`src/rtl/pio_pkg.sv`:
```
// Shared constants for the program-I/O blocks: instruction-memory geometry
// and the loader state encoding.
package pio_pkg;

    localparam int IMEM_ADDR_W = 5;
    localparam int INSTR_W     = 16;
    localparam int IMEM_DEPTH  = 32;

    // Loader states, kept as plain constants so older blocks can share them.
    localparam logic [2:0] ST_IDLE   = 3'd0;
    localparam logic [2:0] ST_LOW    = 3'd1;
    localparam logic [2:0] ST_HIGH   = 3'd2;
    localparam logic [2:0] ST_WRITE  = 3'd3;
    localparam logic [2:0] ST_VERIFY = 3'd4;
    localparam logic [2:0] ST_DONE   = 3'd5;

endpackage

```
`src/rtl/instr_mem_loader.sv`:
```
// Instruction-memory loader: assembles 16-bit words from a low-byte-first
// byte stream and writes them to consecutive (wrapping) memory addresses,
// optionally reading each word back to check it landed correctly.
module instr_mem_loader
    import pio_pkg::*;
(
    input  logic                   clk,
    input  logic                   reset,
    input  logic                   start,
    input  logic [IMEM_ADDR_W-1:0] baseAddr,
    input  logic [IMEM_ADDR_W:0]   wordCount,
    input  logic                   verifyEn,
    input  logic [7:0]             inByte,
    input  logic                   inValid,
    output logic                   inReady,
    output logic [IMEM_ADDR_W-1:0] writeAddress,
    output logic [INSTR_W-1:0]     writeData,
    output logic                   writeEnable,
    output logic [IMEM_ADDR_W-1:0] readAddress,
    input  logic [INSTR_W-1:0]     readData,
    output logic                   busy,
    output logic                   done,
    output logic                   error,
    output logic [IMEM_ADDR_W:0]   wordsWritten
);

    logic [2:0]             state_reg;
    logic [IMEM_ADDR_W-1:0] base_reg;
    logic [IMEM_ADDR_W:0]   count_reg;
    logic                   verify_reg;
    logic [7:0]             lo_reg;
    logic [IMEM_ADDR_W-1:0] index_reg;
    logic [IMEM_ADDR_W-1:0] waddr_reg;
    logic [INSTR_W-1:0]     wdata_reg;
    logic [IMEM_ADDR_W:0]   wcnt_reg;
    logic                   error_reg;

    logic [IMEM_ADDR_W-1:0] target_addr;
    logic                   count_ok;
    logic                   last_word;

    // Address arithmetic wraps naturally in IMEM_ADDR_W bits.
    assign target_addr = base_reg + index_reg;
    assign count_ok    = (wordCount != '0) &&
                         (wordCount <= (IMEM_ADDR_W+1)'(IMEM_DEPTH));
    assign last_word   = (({1'b0, index_reg} + (IMEM_ADDR_W+1)'(1)) == count_reg);

    // Outputs decoded straight from state so they drop the instant reset hits.
    always_comb begin
        inReady      = (state_reg == ST_LOW) || (state_reg == ST_HIGH);
        writeEnable  = (state_reg == ST_WRITE);
        busy         = (state_reg != ST_IDLE);
        done         = (state_reg == ST_DONE);
        error        = error_reg;
        writeAddress = waddr_reg;
        writeData    = wdata_reg;
        readAddress  = target_addr;
        wordsWritten = wcnt_reg;
    end

    // Sequencer and datapath: byte capture, write strobe, read-back check.
    always_ff @(posedge clk or negedge reset) begin
        if (!reset) begin
            state_reg  <= ST_IDLE;
            base_reg   <= '0;
            count_reg  <= '0;
            verify_reg <= 1'b0;
            lo_reg     <= '0;
            index_reg  <= '0;
            waddr_reg  <= '0;
            wdata_reg  <= '0;
            wcnt_reg   <= '0;
            error_reg  <= 1'b0;
        end else begin
            case (state_reg)
                ST_IDLE: begin
                    if (start) begin
                        if (count_ok) begin
                            base_reg   <= baseAddr;
                            count_reg  <= wordCount;
                            verify_reg <= verifyEn;
                            error_reg  <= 1'b0;
                            wcnt_reg   <= '0;
                            index_reg  <= '0;
                            state_reg  <= ST_LOW;
                        end else begin
                            // Illegal length: flag it and finish without writing.
                            error_reg <= 1'b1;
                            state_reg <= ST_DONE;
                        end
                    end
                end
                ST_LOW: begin
                    if (inValid) begin
                        lo_reg    <= inByte;
                        state_reg <= ST_HIGH;
                    end
                end
                ST_HIGH: begin
                    if (inValid) begin
                        // Address/data registers only move here, so they hold
                        // the last written word between write strobes.
                        waddr_reg <= target_addr;
                        wdata_reg <= {inByte, lo_reg};
                        state_reg <= ST_WRITE;
                    end
                end
                ST_WRITE: begin
                    wcnt_reg <= wcnt_reg + (IMEM_ADDR_W+1)'(1);
                    if (verify_reg) begin
                        state_reg <= ST_VERIFY;
                    end else if (last_word) begin
                        state_reg <= ST_DONE;
                    end else begin
                        index_reg <= index_reg + 1'b1;
                        state_reg <= ST_LOW;
                    end
                end
                ST_VERIFY: begin
                    if (readData != wdata_reg) begin
                        error_reg <= 1'b1;
                    end
                    if (last_word) begin
                        state_reg <= ST_DONE;
                    end else begin
                        index_reg <= index_reg + 1'b1;
                        state_reg <= ST_LOW;
                    end
                end
                ST_DONE: begin
                    state_reg <= ST_IDLE;
                end
                default: begin
                    state_reg <= ST_IDLE;
                end
            endcase
        end
    end

endmodule

```
`config.mk`:
```
export PLATFORM = sky130hd
export DESIGN_NAME = instr_mem_loader
export DESIGN_NICKNAME = d
export VERILOG_FILES = /design/src/rtl/pio_pkg.sv /design/src/rtl/instr_mem_loader.sv
export SDC_FILE = /design/constraint.sdc
export NUM_CORES = 1
export LEC_CHECK = 0
export ABC_CLOCK_PERIOD_IN_PS = 2700
export CORE_MARGIN = 2
export CORE_UTILIZATION = 55
export DETAILED_ROUTE_END_ITERATION = 8
export DONT_BUFFER_PORTS = 1
export PLACE_DENSITY_LB_ADDON = 0.3
export SLEW_MARGIN = 20
export SYNTH_ARGS = -nofsm -noshare
export SYNTH_HDL_FRONTEND = slang
export SYNTH_SLANG_ARGS = --single-unit
```
`constraint.sdc`:
```
create_clock -name clk -period 2.7 [get_ports clk]
set_input_delay 0 -clock clk [delete_from_list [all_inputs] [get_ports clk]]
set_output_delay 0 -clock clk [all_outputs]
set_load 0.005 [all_outputs]
```
==> metrics.csv <==
stage,metric,value,unit
floorplanning,Core Box Area,5140,um2
yosys,synthesized instance count,245,
yosys,synth warn,0,
sta,WHS,0.00803,ns
floorplanning,Initial Util,57.4,%
final_layout,Layout area overhead,13.6,%
cts,clock sink count,56,
cts,worst skew pair latency,0.31,ns
placed_design,# placed instances,308,
pwr,Tot Pwr,3540,uW
cts,Post-CTS Hold Buffers,24,
sta,Slew HR,53.5,%
sta,# setup viols final,0,
routing,"antenna viol nets, final",0,
critical_path,Worst Path Arrival,2.41,ns
placed_design,DP Wirelength,3950,um
pwr,pwr/cell area,1060,nW/um2
final_layout,number of flip-flops in the largest register,16,
sta,endpoints failing hold,0,
min_path,Worst Hold Class,in -> reg,
yosys,Mapped Area,2950,um2
floorplanning,Ports,77,
floorplanning,Row Count,26,
cts,post_cts resized,0,
yosys,Syn Nets,292,
critical_path,crit end category,flip-flop,
global_route,first-pass GRT wire length,9780,um
cts,"Setup Fix Bufs, Post-CTS",0,
global_route,GRT Total Usage,20.4,%
critical_path,kind of critical path,reg -> reg,
floorplanning,chip width,77.2,um
routing,vias per inst,5.73,
yosys,sequential share of the synthesized area,47.5,%
routing,routed via count,1948,
final_layout,Final nets,316,
critical_path,required time of the critical path,2.91,ns
cts,root buffer cell,clkbuf_8,
global_route,largest net degree at the start of global routing,57,
run,Max-cap violations,0,
cts,number of H-tree levels,2,
global_route,antenna violations before repair,0,
sta,minimum clock period,2.20,ns
final_layout,fin cells,340,
sta,Final TNS setup,0,ns
routing,total wire length,5730,um
final_layout,Inserted Diodes,0,
final_layout,"most common cell after layout, fill and taps aside",dfrtp_1,
min_path,WHS Path Cells,4,
cts,CTS tree,done,
global_route,grt total ovfl,0,
routing,DRT iter0 DRCs,73,
sta,Clock Skews,0.00857,ns
floorplanning,die area,5960,um2
sta,RSZ-0062 raised after global routing,no,
critical_path,Reg2Reg Depth,6,
routing,wire per inst,16.8,um
critical_path,CP startpoint kind,flip-flop,
yosys,Synth Register Bits,56,
sta,Worst Tran Pin Value,0.695,ns
final_layout,layout cell share with drive strength beyond 1,23.0,%
cts,"Reg clk slew, reported paths",0.10,ns
global_route,vias in the first global route,1985,
yosys,Synth Flop Type,dfrtp_1,
final_layout,highest-count cells in the layout ignoring fill and taps,"dfrtp_1 (56), mux2_2 (38), xnor2_1 (23), dlygate4sd3_1 (23), inv_1 (11)",
yosys,"Distinct cells, synth",50,
yosys,"EDFF count, synth",0,
yosys,ys async rst share,100,%
final_layout,utilization after layout,65.2,%
placed_design,Routability Congestion,0.857,
pwr,worst vdd ir,574,uV
sta,fin crit share,81.4,%
sta,f_max,455,MHz
status,status,finished clean,
sta,Slew Limit Fails,0,
routing,DRC Markers,0,
routing,Initial DRT Pass Iterations,4,
floorplanning,Die H,77.2,um
cts,maximum root-to-sink buffer count,2,
pwr,LEAKAGE,0.00145,uW
placed_design,Port Buffer Count,0,
yosys,Syn Area/Cell,12.0,um2
critical_path,CP max FO,7,
cts,CTS buffer count,5,
-- path summary, 6_finish.rpt --
check | startpoint | end | slack [ns]
min | inValid | state_reg[2] | 0.008
min in group asynchronous | reset | writeData[7] | 0.19
min reg2reg | lo_reg[5] | lo_reg[5] | 0.51
max reg2reg | index_reg[0] | index_reg[4] | 0.50
max in group asynchronous | reset | count_reg[4] | 2.25
max | index_reg[0] | index_reg[4] | 0.50
-- critical path, cell delays in order (launching register included) --
cell and delay [ns]:
dfrtp_1 0.49, ha_1 0.31, or3b_1 0.37, a21oi_1 0.31
o211a_1 0.25, a2111oi_0 0.10, a211o_1 0.27
-- logic make-up after synthesis --
family,share of synthesized area (%)
DFF,47.5
and+or+nand+nor,11.3
muxes,16.4
AOI/OAI and AO/OA,9.93
xor gates and xnor gates,8.61
buffers and inverters,3.05
adders and majority gates,3.22
-- synthesized netlist by cell type (all sizes together), types with 2 or more instances --
library cell	instances	area [um2]
dfrtp	56	1400
mux2	41	473
xnor2	23	201
inv	11	41.3
nand3	9	45.0
o21ai	8	43.8
a21oi	7	35.0
buf	7	45.0
ha	6	75.1
nand2	6	22.5
xor2	6	52.6
nand2b	5	31.3
nand4	5	46.3
nor2	5	18.8
nor3	5	25.0
o211ai	5	51.3
and2	4	25.0
a21o	3	22.5
and3	3	18.8
o211a	3	30.0
a2111oi	2	17.5
a211o	2	17.5
o21a	2	15.0
o22ai	2	12.5
or3	2	17.5
or3b	2	20.0
-- metrics by stage --
step	worst slack [ns]	area, um2
after floorplan	0.701	2950
after global placement	0.601	3000
after detailed placement	0.541	3000
after CTS	0.516	3350
after global routing	0.382	3350
final	0.502	3350
-- area by class of cell --
class | instances | area [um2]
sequential | 56 | 1400
multi-input combinational | 170 | 1460
tap | 70 | 87.6
clock buffer | 5 | 68.8
clock inverter | 3 | 22.5
timing repair buffer | 25 | 265
fill | 442 | 1790
inverter | 11 | 41.3
-- where the power goes --
part / switching, uW / internal, uW
clock: 287 / 187
combinational: 646 / 765
sequential: 430 / 1220
-- metal layers --
layer / up-vias / routed length (um) / track usage (%)
met1: 969 / 2590 / 27.9
met5: - / 0 / 0
met2: 47 / 2730 / 31.3
met4: 0 / 85 / 6.96
li1: 925 / - / -
met3: 7 / 314 / 5.88
(Power assumes the default switching activity.)
